**src/rtl/soc_evt_fifo_mc.sv**
```systemverilog
// Multi-source event FIFO: round-robin arbiter feeding one shared FWFT FIFO tagged with source index.
// Latency: push -> pop_valid_o one cycle (no empty bypass); pop_data_o is combinational from the head slot.
// Backpressure: stall mode grants at most one source per cycle and holds the rest; drop mode is always ready and counts losses.
//
// Ports:
//   clk_i, rst_i            clock, synchronous active-high reset
//   evt_valid_i/ready_o     per-source valid/ready handshake
//   evt_data_i              per-source event ID (packed NB_SRC x EVNT_WIDTH)
//   pop_req_i               consume head entry (ignored while empty)
//   pop_valid_o, event_o    head valid / event line (both == level_o != 0)
//   pop_data_o              {source index, event ID} at head
//   level_o                 registered occupancy
//   afull_thresh_i          almost-full threshold; almost_full_o = level_o >= threshold
//   drop_cnt_o, drop_clr_i  saturating drop counter and its clear (clear beats same-cycle drops)
module soc_evt_fifo_mc #(
  parameter int NB_SRC       = 2,
  parameter int EVNT_WIDTH   = 8,
  parameter int FIFO_DEPTH   = 8,
  parameter int DROP_ON_FULL = 0,
  parameter int DROP_CNT_W   = 16,
  localparam int SRC_W       = (NB_SRC > 1) ? $clog2(NB_SRC) : 1,
  localparam int LVL_W       = $clog2(FIFO_DEPTH + 1)
) (
  input  logic                                 clk_i,
  input  logic                                 rst_i,
  input  logic [NB_SRC-1:0]                    evt_valid_i,
  output logic [NB_SRC-1:0]                    evt_ready_o,
  input  logic [NB_SRC-1:0][EVNT_WIDTH-1:0]    evt_data_i,
  input  logic                                 pop_req_i,
  output logic                                 pop_valid_o,
  output logic [SRC_W+EVNT_WIDTH-1:0]          pop_data_o,
  output logic                                 event_o,
  output logic [LVL_W-1:0]                     level_o,
  input  logic [LVL_W-1:0]                     afull_thresh_i,
  output logic                                 almost_full_o,
  output logic [DROP_CNT_W-1:0]                drop_cnt_o,
  input  logic                                 drop_clr_i
);

  localparam int PTR_W = $clog2(FIFO_DEPTH);
  localparam int ENT_W = SRC_W + EVNT_WIDTH;
  // Width able to hold the number of valid sources in one cycle.
  localparam int NDW   = $clog2(NB_SRC + 1);
  // One extra bit above the wider operand so saturation is detected by the carry-out.
  localparam int SUM_W = ((DROP_CNT_W > NDW) ? DROP_CNT_W : NDW) + 1;

  logic [ENT_W-1:0]      mem [FIFO_DEPTH];
  logic [PTR_W:0]        wr_ptr;
  logic [PTR_W:0]        rd_ptr;
  logic [LVL_W-1:0]      level_q;
  logic [SRC_W-1:0]      rr_ptr;
  logic [DROP_CNT_W-1:0] drop_cnt_q;

  logic                  full;
  logic                  empty;
  logic                  can_push;
  logic                  push;
  logic                  pop;

  logic                  gnt_vld;
  logic [SRC_W-1:0]      gnt_idx;
  logic [NB_SRC-1:0]     gnt_oh;
  logic [SRC_W-1:0]      rr_nxt;
  logic [SRC_W-1:0]      cand;
  int                    arb_idx;

  logic [NDW-1:0]        vld_cnt;
  logic [NDW-1:0]        n_drop;

  // Pointer status: same slot index with differing wrap bit means full.
  assign empty    = (wr_ptr == rd_ptr);
  assign full     = (wr_ptr[PTR_W-1:0] == rd_ptr[PTR_W-1:0]) &&
                    (wr_ptr[PTR_W] != rd_ptr[PTR_W]);
  // A same-cycle pop frees the slot being written, so a full FIFO may still accept.
  assign can_push = !full || (pop_req_i && !empty);
  assign pop      = pop_req_i && !empty;
  assign push     = gnt_vld && can_push;

  // Round-robin search starting at rr_ptr; grant does not look at can_push.
  always_comb begin
    gnt_vld = 1'b0;
    gnt_idx = '0;
    arb_idx = 0;
    cand    = '0;
    for (int k = 0; k < NB_SRC; k++) begin
      arb_idx = (int'(rr_ptr) + k) % NB_SRC;
      cand    = SRC_W'(arb_idx);
      if (!gnt_vld && evt_valid_i[cand]) begin
        gnt_vld = 1'b1;
        gnt_idx = cand;
      end
    end
  end

  always_comb begin
    gnt_oh = '0;
    if (gnt_vld) gnt_oh[gnt_idx] = 1'b1;
  end

  assign rr_nxt = (gnt_idx == SRC_W'(NB_SRC - 1)) ? '0 : gnt_idx + 1'b1;

  // Valid sources this cycle; all but the pushed one are lost in drop mode.
  always_comb begin
    vld_cnt = '0;
    for (int i = 0; i < NB_SRC; i++) vld_cnt = vld_cnt + NDW'(evt_valid_i[i]);
  end
  assign n_drop = vld_cnt - NDW'(push);

  always_ff @(posedge clk_i) begin
    if (rst_i) begin
      // Storage is cleared too so pop_data_o is defined while empty.
      for (int i = 0; i < FIFO_DEPTH; i++) mem[i] <= '0;
      wr_ptr  <= '0;
      rd_ptr  <= '0;
      level_q <= '0;
      rr_ptr  <= '0;
    end else begin
      if (push) begin
        mem[wr_ptr[PTR_W-1:0]] <= {gnt_idx, evt_data_i[gnt_idx]};
        wr_ptr <= wr_ptr + 1'b1;
        rr_ptr <= rr_nxt;
      end
      if (pop) rd_ptr <= rd_ptr + 1'b1;
      case ({push, pop})
        2'b10:   level_q <= level_q + 1'b1;
        2'b01:   level_q <= level_q - 1'b1;
        default: level_q <= level_q;
      endcase
    end
  end

  generate
    if (DROP_ON_FULL != 0) begin : g_drop
      logic [SUM_W-1:0] drop_sum;

      assign drop_sum    = SUM_W'(drop_cnt_q) + SUM_W'(n_drop);
      assign evt_ready_o = '1;

      always_ff @(posedge clk_i) begin
        if (rst_i || drop_clr_i) begin
          drop_cnt_q <= '0;
        end else if (|drop_sum[SUM_W-1:DROP_CNT_W]) begin
          drop_cnt_q <= '1;
        end else begin
          drop_cnt_q <= drop_sum[DROP_CNT_W-1:0];
        end
      end
    end else begin : g_stall
      logic unused_drop;

      assign evt_ready_o = gnt_oh & {NB_SRC{can_push}};
      assign drop_cnt_q  = '0;
      assign unused_drop = drop_clr_i ^ (|n_drop);
    end
  endgenerate

  assign pop_valid_o   = (level_q != '0);
  assign event_o       = (level_q != '0);
  assign pop_data_o    = mem[rd_ptr[PTR_W-1:0]];
  assign level_o       = level_q;
  assign almost_full_o = (level_q >= afull_thresh_i);
  assign drop_cnt_o    = drop_cnt_q;

endmodule

```
**config.mk**
```make
export PLATFORM = sky130hd
export DESIGN_NAME = soc_evt_fifo_mc
export DESIGN_NICKNAME = d
export VERILOG_FILES = /design/src/rtl/soc_evt_fifo_mc.sv
export SDC_FILE = /design/constraint.sdc
export NUM_CORES = 1
export LEC_CHECK = 0
export CAP_MARGIN = 20
export CORE_MARGIN = 2
export CORE_UTILIZATION = 40
export CTS_BUF_LIST = sky130_fd_sc_hd__clkbuf_4
export CTS_CLUSTER_SIZE = 20
export DETAILED_ROUTE_END_ITERATION = 8
export HOLD_SLACK_MARGIN = 0.03
export SLEW_MARGIN = 30
export SYNTH_ARGS = -nofsm -noshare
export SYNTH_HDL_FRONTEND = slang
export SYNTH_SLANG_ARGS = --single-unit
export TNS_END_PERCENT = 100
```
**constraint.sdc**
```tcl
create_clock -name clk_i -period 2.78 [get_ports clk_i]
set_input_delay 0.834 -clock clk_i [delete_from_list [all_inputs] [get_ports clk_i]]
set_output_delay 0.834 -clock clk_i [all_outputs]
set_load 0.01 [all_outputs]
```
==> impl_metrics.env <==
export IMPL_status="finished with violations"
export IMPL_violations="negative setup slack"
export IMPL_die_x_microns=109.5
export IMPL_antenna_found_initial=0
export IMPL_syn_inst=359
export IMPL_async_flop_share_pct=0
export IMPL_synth_area_sq_um=4448
export IMPL_cts_tree="yes"
export IMPL_clk_latency_ns=0.45
export IMPL_power_leakage_uw=0.002345
export IMPL_port_buffers=42
export IMPL_tightest_slew_ns=0.8713
export IMPL_nNetsFinal=479
export IMPL_r2r_end="level_o[3]$_SDFFE_PP0P_"
export IMPL_critPathTopFamily="multiplexers"
export IMPL_synth_ff_type="edfxtp_1"
export IMPL_hold_viol_final=0
export IMPL_ys_seq_area_share_pct=55.81
export IMPL_final_max_slew_viol_count=0
export IMPL_postCtsHoldBufs=0
export IMPL_finalWeightedCongestion=0.7625
export IMPL_clk_pin_slew_ns=0.15
export IMPL_cts_buffers=9
export IMPL_drv_cap=0
export IMPL_wire_per_inst_microns=17.50
export IMPL_start_kind="flop"
export IMPL_slew_headroom_pct=41.86
export IMPL_die_h_microns=109.5
export IMPL_hpwl_microns=6941
export IMPL_io_pins=60
export IMPL_crit_fanout=5
export IMPL_via_count=3093
export IMPL_drcViolationCount=0
export IMPL_path_buf_inv=3
export IMPL_cp_slowest_stage_delay_ns=0.50
export IMPL_cp_required_ns=1.95
export IMPL_rrSetupSlack_ns=0.28
export IMPL_ant_nets=0
export IMPL_reg2regPathDepth=10
export IMPL_fin_crit_ns=2.874
export IMPL_grt_pass1_wl_microns=16540
export IMPL_postRouteWirelength_microns=10310
export IMPL_fmax_mhz=347.9
export IMPL_fillerInstances=969
export IMPL_synth_simple_area_share_pct=12.60
export IMPL_cp_cell_sequence="buf_6 -> buf_16 -> mux4_2 -> mux2_4 -> buf_6"
export IMPL_grt_pass1_vias=3142
export IMPL_ir_drop_mv=0.6086
export IMPL_vias_per_cell=5.251
export IMPL_holdWs_ns=0.5009
export IMPL_placed_area_sq_um=5311
export IMPL_yosysTopAreaCell="edfxtp_1"
export IMPL_crit_arrival_ns=2.04
export IMPL_synth_fa_ha_area_share_pct=2.532
export IMPL_die_area_sq_um=11980
export IMPL_dp_slack_ns=-0.6815
export IMPL_synth_mux_area_share_pct=13.90
export IMPL_rows=38
export IMPL_grt_remaining_overflow=0
export IMPL_fin_util_pct=52.47
export IMPL_h_tree_depth=3
export IMPL_layout_drive_gt1_share_pct=30.51
export IMPL_synthDominantCellAreaShare_pct=48.61
export IMPL_tns_ns=-0.7930
export IMPL_path_class="flop to output pin"
export IMPL_syn_avg_cell_area_sq_um=12.39
export IMPL_n_antenna_cell=0
export IMPL_synth_top_family_by_area="multiplexers"
export IMPL_p_per_area_nw_per_um2=872.7
export IMPL_grt_start_max_net_pins=26
export IMPL_crit_end="pop_data_o[7]"
export IMPL_yosysUniqueCellTypes=45
export IMPL_clock_sinks=88
export IMPL_grt_usage_pct=18.94
export IMPL_finalWorstSetupSlack_ns=-0.09415
export IMPL_rsz0062_at_grt="yes"
export IMPL_post_route_period_util_pct=103.4
export IMPL_ys_ff_latch=88
export IMPL_initial_utilization_pct=41.03
export IMPL_finalSetupViolCount=9
export IMPL_hold_path_class="flop to flop"
export IMPL_syn_to_final_growth_pct=27.88
export IMPL_synth_compound_area_share_pct=7.567
export IMPL_r2r_start="rd_ptr[0]$_SDFFE_PP0P_"
export IMPL_skew_ns=0.01447
export IMPL_synth_edf_count=72
export IMPL_yosysWarnings=0
export IMPL_synth_xor_area_share_pct=1.772
export IMPL_coreArea_sq_um=10840
export IMPL_stdcell_area_sq_um=5688
export IMPL_crit_path_frequent_cell="buf_6"
export IMPL_drtIter0Drc=178
export IMPL_regArea_sq_um=2497
export IMPL_worst_setup_path_end_kind="output pin"
export IMPL_clk_root_buffer_cell="clkbuf_4"
export IMPL_dr_pass1_iters=5
export IMPL_clockBufferDepth=2
export IMPL_multi_input_area_sq_um=1868
export IMPL_synthTopCellsByArea="edfxtp_1 (49%), mux4_2 (9.1%), dfxtp_1 (7.2%)"
export IMPL_crit_slowest_cell="mux4_2"
export IMPL_worst_path_stages=5
where the power goes:
group	internal, uW	switching (uW)	leakage [uW]
Sequential	1710	123	0.000885
Combinational	1260	1120	0.00138
Clock	284	472	0.0000761
Total	3250	1710	0.00234
routing by layer:
layer	GRT usage (%)	part of all wire, %
met4	3.436	0.80
met3	4.505	5.8
met5	0	0
met2	34.26	54
met1	23.20	40
worst min-delay path by stage:
stage | cells past startpoint | slack [ns] | from | to
floorplan | 2 | 0.45 | rr_ptr$_SDFFE_PP0P_ | rr_ptr$_SDFFE_PP0P_
global placement | 2 | 0.47 | rr_ptr$_SDFFE_PP0P_ | rr_ptr$_SDFFE_PP0P_
detailed placement | 2 | 0.49 | rr_ptr$_SDFFE_PP0P_ | rr_ptr$_SDFFE_PP0P_
CTS | 2 | 0.51 | rr_ptr$_SDFFE_PP0P_ | rr_ptr$_SDFFE_PP0P_
global route | 2 | 0.56 | rr_ptr$_SDFFE_PP0P_ | rr_ptr$_SDFFE_PP0P_
finish | 2 | 0.50 | rr_ptr$_SDFFE_PP0P_ | rr_ptr$_SDFFE_PP0P_
kinds of logic after synthesis:
group / Yosys count
xor+xnor: 9
compound gates: 43
other cells: 1
buf+inv: 47
mux: 38
fa+ha+maj: 9
simple gates: 124
flops: 88
worst min-delay path, delay by kind of cell (launching register included):
| family | cells | cell delay [ns] |
|---|---|---|
| DFF | 1 | 0.36 |
| AOI/OAI and AO/OA | 1 | 0.05 |
| buffers and inverters | 1 | 0.06 |
layout by cell type, fill, tap and decap left out, drive strengths merged, types with 9 or more instances in the layout:
master / n
nor2: 75
edfxtp: 72
buf: 64
clkdlybuf4s50: 22
mux4: 18
conb: 16
dfxtp: 16
inv: 13
clkbuf: 11
mux2i: 10
mux2: 10
nor3: 9
ha: 9
Yosys cell counts (8+ instances only):
master and instances:
inv_1 11, ha_1 9, mux2_2 10, nand2_1 8, xor2_1 8, nor2_1 75, clkbuf_1 9, edfxtp_1 72
mux2i_1 10, dfxtp_1 16, buf_4 17, a21oi_1 8, nor3_1 9, mux4_2 18
sequential cells by signal, indices dropped and copies added, names as in the netlist, named ones only:
register  cells
level_o       4
mem          72
rd_ptr        4
rr_ptr        1
wr_ptr        4
stage by stage:
stage	instances	power, uW
final	589	4964
after global routing	589	5264
after CTS	588	4919
after detailed placement	566	3915
after global placement	566	3858
after floorplan	374	3057
what timing repair did:
item                       4_1_cts  5_1_grt
cloned                           3        0
gates resized for setup         76       22
setup endpoints to repair       14       12
pin swaps                        6       10
buffers inserted                 3        3
cell type report:
type                            count  area share [%]
Tap cell                          140           3.080
Inverter                           11          0.7259
Clock inverter                      7           1.386
Timing Repair Buffer               95           16.87
Clock buffer                        9           1.188
Sequential cell                    88           43.91
Multi-Input combinational cell    239           32.84
(Power assumes the default switching activity.)
